### src/rtl/fetch_pkg.sv
// ============================================================================
// Module : fetch_pkg
// Brief  : Shared types and constants for the instruction fetch front end.
// Rev    : 1.0
// ============================================================================
`default_nettype none

package fetch_pkg;

    localparam int FETCH_XLEN = 32;
    localparam int INST_BYTES = 4;
    localparam logic [FETCH_XLEN-1:0] NOP_INST = 32'h0000_0013;

    typedef struct packed {
        logic [FETCH_XLEN-1:0] pc;
        logic [FETCH_XLEN-1:0] inst;
    } fetch_entry_t;

endpackage

`default_nettype wire

### src/rtl/fetch_fifo.sv
// ============================================================================
// Module : fetch_fifo
// Brief  : Small circular queue of fetched {pc, inst} entries with flush.
// Rev    : 1.0
// ============================================================================
`default_nettype none

module fetch_fifo
    import fetch_pkg::*;
#(
    parameter int DEPTH = 4
) (
    input  logic                         clk,
    input  logic                         reset,
    input  logic                         push,
    input  logic                         pop,
    input  logic                         clear,
    input  fetch_entry_t                 wdata,
    output fetch_entry_t                 rdata,
    output logic                         full,
    output logic                         empty,
    output logic [$clog2(DEPTH+1)-1:0]   count
);

    localparam int AW = $clog2(DEPTH);
    localparam int PW = AW + 1;
    localparam int CW = $clog2(DEPTH + 1);

    logic [PW-1:0] r_wr_ptr;
    logic [PW-1:0] r_rd_ptr;
    logic [PW-1:0] w_diff;
    fetch_entry_t  r_mem [DEPTH];

    always_ff @(posedge clk or negedge reset) begin
        if (!reset) begin
            r_wr_ptr <= '0;
            r_rd_ptr <= '0;
        end else if (clear) begin
            r_wr_ptr <= '0;
            r_rd_ptr <= '0;
        end else begin
            if (push) r_wr_ptr <= r_wr_ptr + PW'(1);
            if (pop)  r_rd_ptr <= r_rd_ptr + PW'(1);
        end
    end

    // Storage needs no reset: contents are only observed when non-empty.
    always_ff @(posedge clk) begin
        if (push && !clear) r_mem[r_wr_ptr[AW-1:0]] <= wdata;
    end

    assign w_diff = r_wr_ptr - r_rd_ptr;
    assign count  = CW'(w_diff);
    assign empty  = (r_wr_ptr == r_rd_ptr);
    assign full   = (r_wr_ptr[AW-1:0] == r_rd_ptr[AW-1:0]) && (r_wr_ptr[AW] != r_rd_ptr[AW]);
    assign rdata  = r_mem[r_rd_ptr[AW-1:0]];

endmodule

`default_nettype wire

### src/rtl/fetch_queue_unit.sv
// ============================================================================
// Module : fetch_queue_unit
// Brief  : PC owner, credit-limited imem requester and fetch queue to decode.
//          Optional FETCH_PERF_EN adds perf_fetched / perf_dropped counters.
// Rev    : 1.0
// ============================================================================
`default_nettype none

module fetch_queue_unit
    import fetch_pkg::*;
#(
    parameter int              DEPTH    = 4,
    parameter int              XLEN     = FETCH_XLEN,
    parameter logic [XLEN-1:0] RESET_PC = '0
) (
    input  logic            clk,
    input  logic            reset,
    output logic            imem_req_valid,
    output logic [XLEN-1:0] imem_req_addr,
    input  logic            imem_req_ready,
    input  logic            imem_rsp_valid,
    input  logic [XLEN-1:0] imem_rsp_data,
    input  logic            redirect_valid,
    input  logic [XLEN-1:0] redirect_pc,
    output logic            id_valid,
    input  logic            id_ready,
    output logic [XLEN-1:0] id_pc,
    output logic [XLEN-1:0] id_inst
`ifdef FETCH_PERF_EN
    ,
    output logic [XLEN-1:0] perf_fetched,
    output logic [XLEN-1:0] perf_dropped
`endif
);

    localparam int CW = $clog2(DEPTH + 1);
    localparam int SW = CW + 2;

    logic [XLEN-1:0] r_pc;
    logic [XLEN-1:0] r_rsp_pc;
    logic [CW-1:0]   r_outstanding;
    logic [CW-1:0]   r_drop_cnt;

    logic [CW-1:0]   w_count;
    logic            w_full;
    logic            w_empty;
    fetch_entry_t    w_head;
    fetch_entry_t    w_wdata;
    logic [SW-1:0]   w_credit_sum;
    logic            w_accept;
    logic            w_rsp_drop;
    logic            w_rsp_take;
    logic            w_push;
    logic            w_pop;
    logic [XLEN-1:0] w_redirect_pc;

    assign w_credit_sum   = SW'(w_count) + SW'(r_outstanding) + SW'(r_drop_cnt);
    // Gated by reset so the request is quiet while reset is held.
    assign imem_req_valid = reset && !redirect_valid && (w_credit_sum < SW'(DEPTH));
    assign imem_req_addr  = r_pc;
    assign w_accept       = imem_req_valid && imem_req_ready;

    assign w_rsp_drop     = imem_rsp_valid && (r_drop_cnt != '0);
    assign w_rsp_take     = imem_rsp_valid && (r_drop_cnt == '0) && (r_outstanding != '0);
    assign w_push         = w_rsp_take && !redirect_valid;
    assign w_pop          = id_valid && id_ready && !redirect_valid;
    assign w_redirect_pc  = {redirect_pc[XLEN-1:2], 2'b00};
    assign w_wdata        = '{pc: r_rsp_pc, inst: imem_rsp_data};

    always_ff @(posedge clk or negedge reset) begin
        if (!reset) begin
            r_pc          <= RESET_PC;
            r_rsp_pc      <= RESET_PC;
            r_outstanding <= '0;
            r_drop_cnt    <= '0;
        end else if (redirect_valid) begin
            // Everything still owed by memory becomes wrong-path and must be dropped.
            r_pc          <= w_redirect_pc;
            r_rsp_pc      <= w_redirect_pc;
            r_outstanding <= '0;
            r_drop_cnt    <= r_drop_cnt + r_outstanding - CW'(w_rsp_drop || w_rsp_take);
        end else begin
            if (w_accept)   r_pc       <= r_pc + XLEN'(INST_BYTES);
            if (w_rsp_take) r_rsp_pc   <= r_rsp_pc + XLEN'(INST_BYTES);
            if (w_rsp_drop) r_drop_cnt <= r_drop_cnt - CW'(1);
            r_outstanding <= r_outstanding + CW'(w_accept) - CW'(w_rsp_take);
        end
    end

    fetch_fifo #(
        .DEPTH (DEPTH)
    ) u_fifo (
        .clk   (clk),
        .reset (reset),
        .push  (w_push),
        .pop   (w_pop),
        .clear (redirect_valid),
        .wdata (w_wdata),
        .rdata (w_head),
        .full  (w_full),
        .empty (w_empty),
        .count (w_count)
    );

    assign id_valid = !w_empty;
    assign id_pc    = w_empty ? '0 : w_head.pc;
    assign id_inst  = w_empty ? '0 : w_head.inst;

`ifdef FETCH_PERF_EN
    logic [XLEN-1:0] r_perf_fetched;
    logic [XLEN-1:0] r_perf_dropped;
    logic [XLEN:0]   w_fetched_sum;
    logic [XLEN:0]   w_dropped_sum;
    logic [CW:0]     w_drop_inc;

    always_comb begin
        w_drop_inc = '0;
        if (redirect_valid) begin
            w_drop_inc = (CW+1)'(w_count) + (CW+1)'(w_rsp_drop || w_rsp_take);
        end else begin
            w_drop_inc = (CW+1)'(w_rsp_drop);
        end
    end

    assign w_fetched_sum = {1'b0, r_perf_fetched} + (XLEN+1)'(w_pop);
    assign w_dropped_sum = {1'b0, r_perf_dropped} + (XLEN+1)'(w_drop_inc);

    always_ff @(posedge clk or negedge reset) begin
        if (!reset) begin
            r_perf_fetched <= '0;
            r_perf_dropped <= '0;
        end else begin
            r_perf_fetched <= w_fetched_sum[XLEN] ? '1 : w_fetched_sum[XLEN-1:0];
            r_perf_dropped <= w_dropped_sum[XLEN] ? '1 : w_dropped_sum[XLEN-1:0];
        end
    end

    assign perf_fetched = r_perf_fetched;
    assign perf_dropped = r_perf_dropped;
`endif

    a_rsp_expected: assert property (@(posedge clk) disable iff (!reset)
        imem_rsp_valid |-> (r_outstanding != '0 || r_drop_cnt != '0));

    a_no_overflow: assert property (@(posedge clk) disable iff (!reset)
        (w_push && w_full) |-> w_pop);

endmodule

`default_nettype wire

### config.mk
export PLATFORM = sky130hd
export DESIGN_NAME = fetch_queue_unit
export DESIGN_NICKNAME = d
export VERILOG_FILES = /design/src/rtl/fetch_pkg.sv /design/src/rtl/fetch_fifo.sv /design/src/rtl/fetch_queue_unit.sv
export SDC_FILE = /design/constraint.sdc
export NUM_CORES = 1
export LEC_CHECK = 0
export CAP_MARGIN = 15
export CORE_MARGIN = 2
export CORE_UTILIZATION = 40
export CTS_BUF_LIST = sky130_fd_sc_hd__clkbuf_4
export DETAILED_ROUTE_END_ITERATION = 16
export DONT_BUFFER_PORTS = 1
export HOLD_SLACK_MARGIN = 0.08
export PLACE_DENSITY = 0.58
export SYNTH_ARGS = -nofsm -noshare
export SYNTH_HDL_FRONTEND = slang
export SYNTH_SLANG_ARGS = --single-unit
### constraint.sdc
create_clock -name clk -period 7.83 [get_ports clk]
set_clock_uncertainty 0.1 [all_clocks]
set_input_delay 1.566 -clock clk [delete_from_list [all_inputs] [get_ports clk]]
set_output_delay 1.566 -clock clk [all_outputs]
set_load 0.02 [all_outputs]
==> impl_metrics.json <==
{
  "status": "finished clean",
  "postLayoutCoreUtil": 0.4485,
  "critPathMaxStageDelay_ns": 0.71,
  "dieWidth_um": 190.2,
  "tritoncts": "done",
  "share_of_cells_above_drive_strength_1": 0.2193,
  "synth_cells": 890,
  "track_usage": 0.1675,
  "ys_seq_elements": 320,
  "stdcell_area_um2": 15410,
  "crit_path_top_delay_cell": "dfrtp_4",
  "postCtsResizedCells": 0,
  "critPathTopFamily": "adder cells",
  "first_pass_grt_wire_length_um": 46170,
  "worst-endpoint-required_ns": 6.16,
  "vias": 7708,
  "via_count_of_the_first_global_routing_pass": 8147,
  "timing.max_slew.rel_slack": 0.2707,
  "placement_rows": 68,
  "cts-hold-fix-buffers": 0,
  "powerDensity_nw_per_um2": 258.0,
  "drc": 0,
  "multi_input_area_um2": 4330,
  "post_drt_wl_per_cell_um": 20.17,
  "post-synth-top-count-cell": "edfxtp_1",
  "critical_path.n_buffers_inverters": 1,
  "nets": 1036,
  "synth-compound-area-share": 0.04500,
  "pre_cts_ws_ns": 2.301,
  "synth_top_flop_cell": "edfxtp_1",
  "synthesis.yosys.warnings": 0,
  "cts.path.max_buffers": 3,
  "fp.coreArea_um2": 34370,
  "worstSetupStartpointType": "flop",
  "fillCellCount": 3132,
  "layout.area.seq_um2": 9254,
  "total_power_mw": 3.977,
  "summed_instance_area_of_the_synthesized_netlist_um2": 13870,
  "drv.max_cap_violation_count": 0,
  "grt.overflow.total": 0,
  "critPathArrivalTime_ns": 4.44,
  "main_combinational_cell_family_by_area_after_synthesis": "simple AND/OR/NAND/NOR gates",
  "placement.cell_area_um2": 14320,
  "route.final.wire_length_um": 29430,
  "clock_insertion_delay_worst_skew_ns": 0.74,
  "htreeDepth": 3,
  "yosys.area_share.xor_xnor": 0.02652,
  "grt_max_degree": 76,
  "floorplan.die_area_um2": 36190,
  "crit_path_max_fanout": 29,
  "yosys.cell_types.count": 59,
  "timing.critical_path.cells": "ha_1 -> fa_1 -> inv_1 -> fa_1 -> o21ai_0 -> fa_1 -> or3b_4 -> a211oi_1",
  "num_io_pins": 168,
  "netlist_top_cells_count": "edfxtp_1, dfrtp_1, and2_1",
  "grt_antenna_before_repair": 2,
  "timing.setup.critical_path_class": "reg -> out",
  "synth-async-reset-ratio": 0.2250,
  "least_margin_pin_slew_ns": 1.089,
  "synth_enable_flop_cells": 248,
  "grt_setup_unrepaired": "false",
  "timing.critical_path.to_type": "primary output",
  "share_of_synthesized_area_spent_on_multiplexers": 0.1052,
  "postSynthAreaPerCell_um2": 15.59,
  "placement.io_buffers": 0,
  "cts_buffers": 85,
  "drv_slew": 0,
  "synthDominantCellAreaShare": 0.5368,
  "die_h_um": 190.2,
  "drtAntennaViolNets": 0,
  "detailed_placer_s_ending_hpwl_um": 17110,
  "dpl.cell_count": 1309,
  "netlist_top_cells_area": "edfxtp_1, dfrtp_1, mux4_2, and2_1, ha_1",
  "post-route-worst-setup-slack_ns": 1.727,
  "seq_area_frac_synth": 0.6667,
  "timing.critical_path.mode_cell": "fa_1",
  "layoutNonFillerInstCount": 1459,
  "worst_min_delay_path_category": "in -> async",
  "tns_setup_ns": 0,
  "cts_setup_buffers": 0,
  "timing.fmax_ghz": 0.1638,
  "root_buffer": "clkbuf_4",
  "drt-initial-drc-count": 483,
  "holdWs_ns": 0.4136,
  "finalHoldViolCount": 0,
  "area_growth_syn_to_layout_pct": 11.11,
  "clock_sink_count": 320,
  "timing.final.setup_violations": 0,
  "place_congestion": 0.8187,
  "area_fraction_in_and_or_nand_and_nor_cells_after_synthesis": 0.1067,
  "synth-adder-area-share": 0.02579,
  "power.static_leakage_nw": 5.240,
  "synth.largest_area_cell": "edfxtp_1",
  "period_minus_slack_ns": 6.103,
  "clk_transition_reported_paths_ns": 0.06,
  "initial_utilization": 0.4036,
  "vias_per_cell": 5.283,
  "min_period_over_period": 0.7795,
  "firstDrtPassIters": 4,
  "max-vdd-ir-drop_v": 0.0001448
}
## flip-flops by register name, summed over array words and instances (netlist names)
name             count
u_fifo.r_wr_ptr      3
r_outstanding        3
u_fifo.r_rd_ptr      3
u_fifo.r_mem       248
imem_req_addr       30
r_drop_cnt           3
r_rsp_pc            30
## per-layer routing
metal | wire (um) | vias up | global-route usage
li1 | - | 3584 | -
met1 | 13370 | 3825 | 0.2251
met2 | 13170 | 254 | 0.2504
met3 | 2355 | 43 | 0.05760
met4 | 511 | 2 | 0.06708
met5 | 14 | - | 0
## cells in the final DEF, fill, tap and decap left out, types with 5 or more instances in the layout
master / instances
a21oi_1: 14
a31oi_1: 8
and2_1: 64
and3_1: 7
and4_1: 8
buf_4: 5
clkbuf_4: 129
clkinv_1: 16
dfrtp_1: 70
edfxtp_1: 248
fa_1: 6
ha_1: 19
inv_1: 31
mux4_2: 62
nand2_1: 56
nand2b_1: 5
nand3_1: 24
nand4_1: 24
nor2_1: 26
nor3_1: 9
nor4_1: 12
o21ai_0: 28
o31a_1: 10
or3_1: 6
or4_1: 5
xnor2_1: 27
xor2_1: 15
## final timing paths
| kind | start | slack, ns | depth (start not counted) | to |
|---|---|---|---|---|
| setup / recovery | u_fifo.r_rd_ptr[0] | 1.73 | 8 | imem_req_valid |
| hold / removal | reset | 0.41 | 0 | imem_req_addr[31] |
| setup reg to reg | u_fifo.r_rd_ptr[0] | 2.37 | 18 | r_outstanding[2] |
| hold reg to reg | u_fifo.r_wr_ptr[2] | 0.47 | 2 | u_fifo.r_wr_ptr[2] |
| max in group asynchronous | reset | 7.04 | 0 | u_fifo.r_rd_ptr[0] |
| min in group clk | u_fifo.r_wr_ptr[2] | 0.47 | 2 | u_fifo.r_wr_ptr[2] |
## where the power goes
part / internal (mW) / total [mW] / switching [mW]
clock network: 0.811 / 1.47 / 0.658
registers: 1.90 / 2.04 / 0.132
logic: 0.193 / 0.472 / 0.278
## worst register-to-register path, stage by stage (launching register included)
cell and delay, ns:
dfrtp_4 0.71, ha_1 0.32, fa_1 0.49, inv_1 0.05, fa_1 0.52, o21ai_0 0.11
fa_1 0.41, or3b_4 0.43, a21oi_4 0.22, and3_1 0.55, inv_6 0.16, ha_1 0.31
inv_1 0.06, ha_1 0.13, inv_1 0.05, fa_1 0.37, xnor2_1 0.17, xnor2_1 0.14
nor2_1 0.05
## area by class of cell
type | instances | area share
Multi-Input combinational cell | 497 | 0.2809
Sequential cell | 320 | 0.6003
Clock buffer | 129 | 0.06282
Tap cell | 455 | 0.03693
Timing Repair Buffer | 5 | 0.002435
Clock inverter | 20 | 0.008279
Antenna cell | 1 | 0.0001623
Inverter | 32 | 0.008117
## cells by family after synthesis
family,count (synthesis)
DFF,320
AOI/OAI and AO/OA,93
other,1
xor gates and xnor gates,42
buffers and inverters,76
muxes,68
adders and majority gates,25
and+or+nand+nor,265
No activity file was read; power rests on OpenSTA's default activity.
